File: src/rtl/f_wb_arbiter_pkg.sv
// ----------------------------------------------------------------------------
// f_wb_arbiter_pkg
// Shared types and constants for the FP register file write-back arbiter.
//   FWB_NUM_REQ     : number of result producers sharing the write ports
//   FWB_WRITE_PORTS : number of FP register file write ports
//   f_register_e    : FP architectural register name (f0..f31)
//   float_t         : single-precision raw bit pattern
//   fwb_req_t       : one requester's pending write (valid, register, data)
//   fwb_src_e       : requester index of each producing unit
// ----------------------------------------------------------------------------
package f_wb_arbiter_pkg;

    localparam int FWB_NUM_REQ     = 4;
    localparam int FWB_WRITE_PORTS = 2;

    typedef enum logic [4:0] {
        F0,  F1,  F2,  F3,  F4,  F5,  F6,  F7,
        F8,  F9,  F10, F11, F12, F13, F14, F15,
        F16, F17, F18, F19, F20, F21, F22, F23,
        F24, F25, F26, F27, F28, F29, F30, F31
    } f_register_e;

    typedef logic [31:0] float_t;

    typedef struct packed {
        logic        valid;
        f_register_e faddr;
        float_t      fdata;
    } fwb_req_t;

    // Requester index of each unit; this is also the round-robin order.
    typedef enum logic [1:0] {
        FWB_ADD     = 2'd0,
        FWB_MUL     = 2'd1,
        FWB_DIVSQRT = 2'd2,
        FWB_LOAD    = 2'd3
    } fwb_src_e;

endpackage

File: src/rtl/f_wb_arbiter_rr_picker.sv
// ----------------------------------------------------------------------------
// f_wb_arbiter_rr_picker
// Circular first-set-bit picker. Scans positions start_ptr, start_ptr+1, ...
// (wrapping at N-1 back to 0) and returns the first position where both
// valid and mask are set, as a one-hot vector.
//   valid     : candidate requests
//   mask      : positions still allowed to win (1 = eligible)
//   start_ptr : position the scan begins at
//   grant_oh  : one-hot winner, all zero when nothing qualifies
//   found     : a winner exists
// ----------------------------------------------------------------------------
module f_wb_arbiter_rr_picker #(
    parameter int N  = 4,
    parameter int PW = 2
) (
    input  logic [N-1:0]  valid,
    input  logic [N-1:0]  mask,
    input  logic [PW-1:0] start_ptr,
    output logic [N-1:0]  grant_oh,
    output logic          found
);

    localparam logic [PW:0] N_W = (PW + 1)'(N);

    always_comb begin
        logic [PW:0] pos;
        grant_oh = '0;
        found    = 1'b0;
        pos      = '0;
        for (int i = 0; i < N; i++) begin
            // One extra bit of headroom so start_ptr + i cannot overflow
            // before the wrap correction.
            pos = {1'b0, start_ptr} + (PW + 1)'(i);
            if (pos >= N_W) begin
                pos = pos - N_W;
            end
            if (!found && valid[pos[PW-1:0]] && mask[pos[PW-1:0]]) begin
                grant_oh[pos[PW-1:0]] = 1'b1;
                found                 = 1'b1;
            end
        end
    end

endmodule

File: src/rtl/f_wb_arbiter.sv
// ----------------------------------------------------------------------------
// f_wb_arbiter
// Write-back arbiter for the FP register file. NUM_REQ result producers
// (add/sub, mul, div/sqrt, load) compete for WRITE_PORTS register file write
// ports using round-robin priority. The write ports are registered and feed
// the register file directly.
//
// Handshake: a requester holds valid, faddr and fdata stable until it sees
// ready; the transfer happens in the cycle where valid and ready are both
// high, and ready is never raised without valid.
//
// Ports:
//   clk_i        clock
//   rst_i        asynchronous reset, active-high
//   clk_en_i     clock enable; low freezes all state and grants nothing
//   req_valid_i  per-requester pending result
//   req_faddr_i  per-requester destination FP register
//   req_fdata_i  per-requester result data
//   req_ready_o  per-requester grant (combinational, same cycle)
//   we_o         registered register file write enables
//   wr_faddr_o   registered register file write addresses
//   wr_fdata_o   registered register file write data
//   stall_cnt_o  saturating count of cycles with an ungranted valid request
//                (only when MGT_01_FWB_STALL_CNT_EN is defined)
//
// Build option: MGT_01_FWB_STALL_CNT_EN adds stall_cnt_o and its counter;
// arbitration is identical either way.
// ----------------------------------------------------------------------------
module f_wb_arbiter
    import f_wb_arbiter_pkg::*;
#(
    parameter int NUM_REQ     = FWB_NUM_REQ,
    parameter int WRITE_PORTS = FWB_WRITE_PORTS
) (
    input  logic                              clk_i,
    input  logic                              rst_i,
    input  logic                              clk_en_i,
    input  logic [NUM_REQ-1:0]                req_valid_i,
    input  logic [NUM_REQ-1:0][4:0]           req_faddr_i,
    input  float_t [NUM_REQ-1:0]              req_fdata_i,
    output logic [NUM_REQ-1:0]                req_ready_o,
    output logic [WRITE_PORTS-1:0]            we_o,
    output logic [WRITE_PORTS-1:0][4:0]       wr_faddr_o,
    output float_t [WRITE_PORTS-1:0]          wr_fdata_o
`ifdef MGT_01_FWB_STALL_CNT_EN
    ,
    output logic [31:0]                       stall_cnt_o
`endif
);

    localparam int PW = (NUM_REQ > 1) ? $clog2(NUM_REQ) : 1;

    logic [PW-1:0]                         rr_ptr;
    logic [NUM_REQ-1:0]                    eligible;
    logic [WRITE_PORTS-1:0][NUM_REQ-1:0]   port_gnt;
    logic [WRITE_PORTS-1:0]                port_found;
    logic [WRITE_PORTS-1:0][4:0]           port_addr;
    float_t [WRITE_PORTS-1:0]              port_data;
    logic                                  any_gnt;
    logic [PW-1:0]                         last_idx;
    logic [PW-1:0]                         next_ptr;

    // Nothing may be granted while frozen or held in reset.
    assign eligible = req_valid_i & {NUM_REQ{clk_en_i & ~rst_i}};

    // ------------------------------------------------------------------
    // One picker per write port. Each port's mask removes requesters that
    // an earlier port already took, plus every requester aiming at the
    // register an earlier port is writing this cycle. All pickers start at
    // rr_ptr; because earlier winners are masked out, port p effectively
    // continues the circular scan where port p-1 stopped.
    // ------------------------------------------------------------------
    for (genvar p = 0; p < WRITE_PORTS; p++) begin : g_port
        logic [NUM_REQ-1:0] mask_in;
        logic [NUM_REQ-1:0] mask_out;
        logic [NUM_REQ-1:0] gnt;
        logic               found;
        logic [4:0]         addr;
        float_t             data;

        if (p == 0) begin : g_head
            assign mask_in = '1;
        end else begin : g_tail
            assign mask_in = g_port[p-1].mask_out;
        end

        f_wb_arbiter_rr_picker #(
            .N  (NUM_REQ),
            .PW (PW)
        ) u_picker (
            .valid     (eligible),
            .mask      (mask_in),
            .start_ptr (rr_ptr),
            .grant_oh  (gnt),
            .found     (found)
        );

        // One-hot select of the winner's address and data (zero if none).
        always_comb begin
            addr = '0;
            data = '0;
            for (int k = 0; k < NUM_REQ; k++) begin
                if (gnt[k]) begin
                    addr = addr | req_faddr_i[k];
                    data = data | req_fdata_i[k];
                end
            end
        end

        always_comb begin
            mask_out = '0;
            for (int k = 0; k < NUM_REQ; k++) begin
                mask_out[k] = mask_in[k] & ~gnt[k]
                            & ~(found && (req_faddr_i[k] == addr));
            end
        end

        assign port_gnt[p]   = gnt;
        assign port_found[p] = found;
        assign port_addr[p]  = addr;
        assign port_data[p]  = data;
    end

    always_comb begin
        req_ready_o = '0;
        for (int p = 0; p < WRITE_PORTS; p++) begin
            req_ready_o = req_ready_o | port_gnt[p];
        end
    end

    // The highest-numbered port that won holds the requester furthest along
    // the scan; the pointer moves to the position just after it.
    always_comb begin
        any_gnt  = 1'b0;
        last_idx = '0;
        for (int p = 0; p < WRITE_PORTS; p++) begin
            if (port_found[p]) begin
                any_gnt = 1'b1;
                for (int k = 0; k < NUM_REQ; k++) begin
                    if (port_gnt[p][k]) begin
                        last_idx = PW'(k);
                    end
                end
            end
        end
        if (last_idx == PW'(NUM_REQ - 1)) begin
            next_ptr = '0;
        end else begin
            next_ptr = last_idx + PW'(1);
        end
    end

    // ------------------------------------------------------------------
    // Registered write ports and round-robin pointer. While clk_en_i is low
    // everything holds; the register file is gated by the same enable, so a
    // held we_o does not write twice.
    // ------------------------------------------------------------------
    always_ff @(posedge clk_i or posedge rst_i) begin
        if (rst_i) begin
            we_o       <= '0;
            wr_faddr_o <= '0;
            wr_fdata_o <= '0;
            rr_ptr     <= '0;
        end else if (clk_en_i) begin
            for (int p = 0; p < WRITE_PORTS; p++) begin
                we_o[p]       <= port_found[p];
                wr_faddr_o[p] <= port_addr[p];
                wr_fdata_o[p] <= port_data[p];
            end
            if (any_gnt) begin
                rr_ptr <= next_ptr;
            end
        end
    end

`ifdef MGT_01_FWB_STALL_CNT_EN
    // Counts enabled cycles in which some valid requester was left waiting,
    // whether from port shortage or a same-register conflict. Saturates.
    always_ff @(posedge clk_i or posedge rst_i) begin
        if (rst_i) begin
            stall_cnt_o <= '0;
        end else if (clk_en_i && (|(req_valid_i & ~req_ready_o))
                     && (stall_cnt_o != 32'hFFFF_FFFF)) begin
            stall_cnt_o <= stall_cnt_o + 32'd1;
        end
    end
`else
    // Stall counter not built in this configuration.
`endif

endmodule
File: config.mk
export PLATFORM = sky130hd
export DESIGN_NAME = f_wb_arbiter
export DESIGN_NICKNAME = d
export VERILOG_FILES = /design/src/rtl/f_wb_arbiter_pkg.sv /design/src/rtl/f_wb_arbiter_rr_picker.sv /design/src/rtl/f_wb_arbiter.sv
export SDC_FILE = /design/constraint.sdc
export NUM_CORES = 1
export LEC_CHECK = 0
export CORE_MARGIN = 4
export CORE_UTILIZATION = 40
export DETAILED_ROUTE_END_ITERATION = 8
export GPL_TIMING_DRIVEN = 0
export PLACE_DENSITY_LB_ADDON = 0.08
export RECOVER_POWER = 25
export SLEW_MARGIN = 20
export SYNTH_ARGS = -nofsm -noshare
export SYNTH_HDL_FRONTEND = slang
export SYNTH_SLANG_ARGS = --single-unit
File: constraint.sdc
create_clock -name clk_i -period 8.4 [get_ports clk_i]
set_clock_uncertainty 0.15 [all_clocks]
set_input_delay 2.1 -clock clk_i [delete_from_list [all_inputs] [get_ports clk_i]]
set_output_delay 2.1 -clock clk_i [all_outputs]
set_load 0.05 [all_outputs]
==> results.py <==
metrics = {
    "status": {
        "outcome": "finished with violations",
        "violations": "setup timing",
    },
    "sta": {
        "finalHoldViolCount": 0,
        "tightest_slew_ns": 0.894,
        "setup_slack_ns": -0.236,
        "report.final.slew_viol_count": 0,
        "fin_tns_setup_ns": -0.759,
        "fmax_mhz": 116,
        "relSlewSlack": 0.402,
        "setup_viol": 4,
        "period_needed_ns": 8.64,
        "rsz0062_at_grt": "yes",
        "fin_crit_sh": 1.03,
    },
    "floorplanning": {
        "coreArea_um2": 13500,
        "die_w_um": 126,
        "io_pins": 235,
        "dieHeight_um": 126,
        "num_rows": 42,
        "fp.dieArea_um2": 15900,
        "initial_core_util": 0.415,
    },
    "layout": {
        "fin_nets": 1048,
        "post-route-cell-area_um2": 9260,
        "syn2layout_area_growth_pct": 66.1,
        "drive_gt1_frac": 0.182,
        "mostFrequentLayoutCell": "clkdlybuf4s50_1",
        "n_fill_cell": 1073,
        "antenna_cells": 0,
        "layout_common_cells": "clkdlybuf4s50_1, nand2_1, dfrtp_1",
    },
    "logic_synthesis": {
        "synth_top_area_share": 0.350,
        "synth_seq_cells": 78,
        "ys.flop_type": "dfrtp_1",
        "syn_inst": 593,
        "synth_nets": 756,
        "synth.avg_cell_area_um2": 9.40,
        "yosys.area.top_type": "dfrtp_1",
        "async_flop_share": 1.00,
        "synth.area.top_cells": "dfrtp_1, a222oi_1, a22oi_1, nand2_1, clkbuf_1",
        "synth-edff-count": 0,
        "synth_warnings": 0,
        "ys_seq_area_frac": 0.350,
        "syn-cell-area_um2": 5580,
        "synth_cell_type_count": 77,
    },
    "clock_tree": {
        "cts_tree": "yes",
        "clk_latency_ns": 0.35,
        "root_buffer": "clkbuf_16",
        "cts.clk_slew.worst_paths_ns": 0.06,
        "cts_buffer_depth": 2,
        "cts_sinks": 78,
        "htreeDepth": 3,
        "cts_inserted_buffers": 9,
    },
    "pwr": {
        "swShare": 0.509,
        "combPwrFrac": 0.705,
        "leakage_uw": 0.00390,
        "seq_power_share": 0.180,
        "irDropWorstVdd_uv": 207,
        "p_int_uw": 1760,
        "power_switching_uw": 1820,
        "p_per_area_nw_per_um2": 386,
        "clockPowerShare": 0.115,
    },
    "route": {
        "drt_iter0_markers": 1086,
        "drt-total-wl_mm": 25.8,
        "vias_per_cell": 6.63,
        "drc": 0,
        "antenna_left": 0,
        "vias": 7071,
        "wl_per_cell_um": 24.2,
        "dr.pass1.iters": 8,
    },
    "setup_path": {
        "critPathArrivalTime_ns": 6.39,
        "crit_path_max_fanout": 5,
        "worstSetupPathType": "in -> out",
        "start_kind": "input pin",
        "cp.required_ns": 6.15,
        "crit_path_end_kind": "output pin",
    },
    "grt": {
        "grt_pass1_wl_mm": 39.2,
        "antenna_found_initial": 0,
        "grt_use_met2": 0.495,
        "track_usage": 0.309,
        "gr-usage-met3": 0.0885,
        "grt-busiest-layer": "met2",
        "grt_max_degree": 56,
        "use_met1": 0.401,
        "grt-ovfl-total": 0,
        "first_global_vias": 6908,
    },
    "worst_hold_path": {
        "hold_class": "reg -> reg",
    },
    "placed_design": {
        "placed_area_um2": 8260,
        "place_congestion": 0.992,
        "port_buffers": 232,
        "dpl.hpwl_mm": 18.6,
    },
    "run": {
        "maxCapViolations": 0,
    },
}
==> layout make-up <==
type | instances | area (um^2) | area share
clock buffers | 9 | 225 | 0.0243
clock inverters | 7 | 80.1 | 0.00865
flip-flops and latches | 78 | 1950 | 0.211
multi-input cells | 450 | 3700 | 0.400
well taps | 176 | 220 | 0.0238
plain buffers | 45 | 245 | 0.0265
repair buffers | 287 | 2780 | 0.300
inverters | 14 | 55.1 | 0.00594
==> Yosys cell counts, types with 3 or more instances <==
library cell / count
and3_1: 6
a21o_1: 6
nor2b_1: 7
or2_1: 3
a22oi_1: 72
a22o_1: 5
dfrtp_1: 78
nand3_1: 16
mux2_2: 7
nand4_1: 12
a222oi_1: 69
mux2i_1: 8
buf_6: 3
a31oi_1: 4
a221oi_1: 3
nor3b_1: 3
buf_2: 11
o211a_1: 5
nand2b_1: 9
xnor2_1: 3
nand2_1: 84
o21ai_0: 8
o211ai_1: 7
nor4_1: 7
clkbuf_1: 34
ha_1: 8
nand3b_1: 3
o21ai_1: 5
nor3_1: 11
mux4_2: 4
xor2_1: 6
or4_1: 3
nor2_1: 6
a221o_1: 3
inv_1: 12
a21boi_0: 3
a21oi_1: 8
==> worst max-delay path: stages <==
cell	delay (ns)
buf_8	0.10
buf_6	0.12
nor2b_4	0.12
mux4_2	0.54
buf_4	0.17
a32o_2	0.31
o21ai_2	0.21
nand4_1	0.18
xor2_1	0.19
or4_4	0.53
and3_4	0.21
or2_0	0.21
a311o_1	0.35
and3_4	0.17
a221o_1	0.35
buf_6	0.15
or2_4	0.23
buf_8	0.15
==> power groups by stage <==
stage	clock [uW]	combinational [uW]	sequential, uW
floorplan	0	972	1180
global placement	0	2230	642
detailed placement	0	2260	648
CTS	416	2460	642
global route	437	2650	663
finish	412	2520	645
==> metal layers <==
| metal | wire length [um] | vias to the layer above | part of all wire |
|---|---|---|---|
| li1 | - | 3058 | - |
| met1 | 10300 | 3434 | 0.40 |
| met2 | 11900 | 508 | 0.46 |
| met3 | 2760 | 71 | 0.11 |
| met4 | 825 | 0 | 0.032 |
| met5 | 0 | - | 0 |
==> timing repair <==
item	CTS	global route
gates cloned	1	0
setup endpoints to repair	4	16
hold buffers	0	0
resized for setup	100	28
pin swaps	26	22
buffers inserted	52	6
==> through the flow <==
step / utilization / hold slack (ns) / cells / worst slack, ns / power [uW]
finish: 0.689 / 0.329 / 1066 / -0.236 / 3580
global route: 0.689 / 0.357 / 1066 / -0.360 / 3750
CTS: 0.684 / 0.336 / 1068 / -0.285 / 3520
detailed placement: 0.614 / 0.323 / 1002 / -2.04 / 2900
global placement: 0.611 / 0.311 / 1001 / -2.00 / 2870
floorplan: - / 0.598 / 593 / -0.00873 / 2150
==> path summary, 6_finish.rpt <==
kind / start / endpoint / slack (ns) / cells after the start
setup / recovery: req_valid_i[0] / req_ready_o[1] / -0.24 / 18
hold / removal: wr_faddr_o[1] / wr_faddr_o[1] / 0.33 / 1
setup reg to reg: rr_ptr[0] / rr_ptr[0] / 0.81 / 37
hold reg to reg: wr_faddr_o[1] / wr_faddr_o[1] / 0.33 / 1
max in group asynchronous: rst_i / wr_faddr_o[3] / 5.83 / 3
min in group asynchronous: rst_i / we_o[1] / 1.65 / 2
==> cell families (layout without fill, tap and decap cells) <==
logic type               Yosys count  in the layout  share of synthesized area
multiplexers                      20             20                     0.0467
XOR/XNOR                           9              9                     0.0141
AND/OR/NAND/NOR                  185            185                      0.173
AO/OA/AOI/OAI                    228            228                      0.347
adder cells (fa/ha/maj)            8              8                     0.0180
buffers and inverters             65            362                     0.0516
flip-flops                        78             78                      0.350
==> registers in the layout (all words and copies together) (netlist names) <==
name / count
wr_fdata_o: 64
wr_faddr_o: 10
we_o: 2
rr_ptr: 2
No activity file was read; power rests on OpenSTA's default activity.
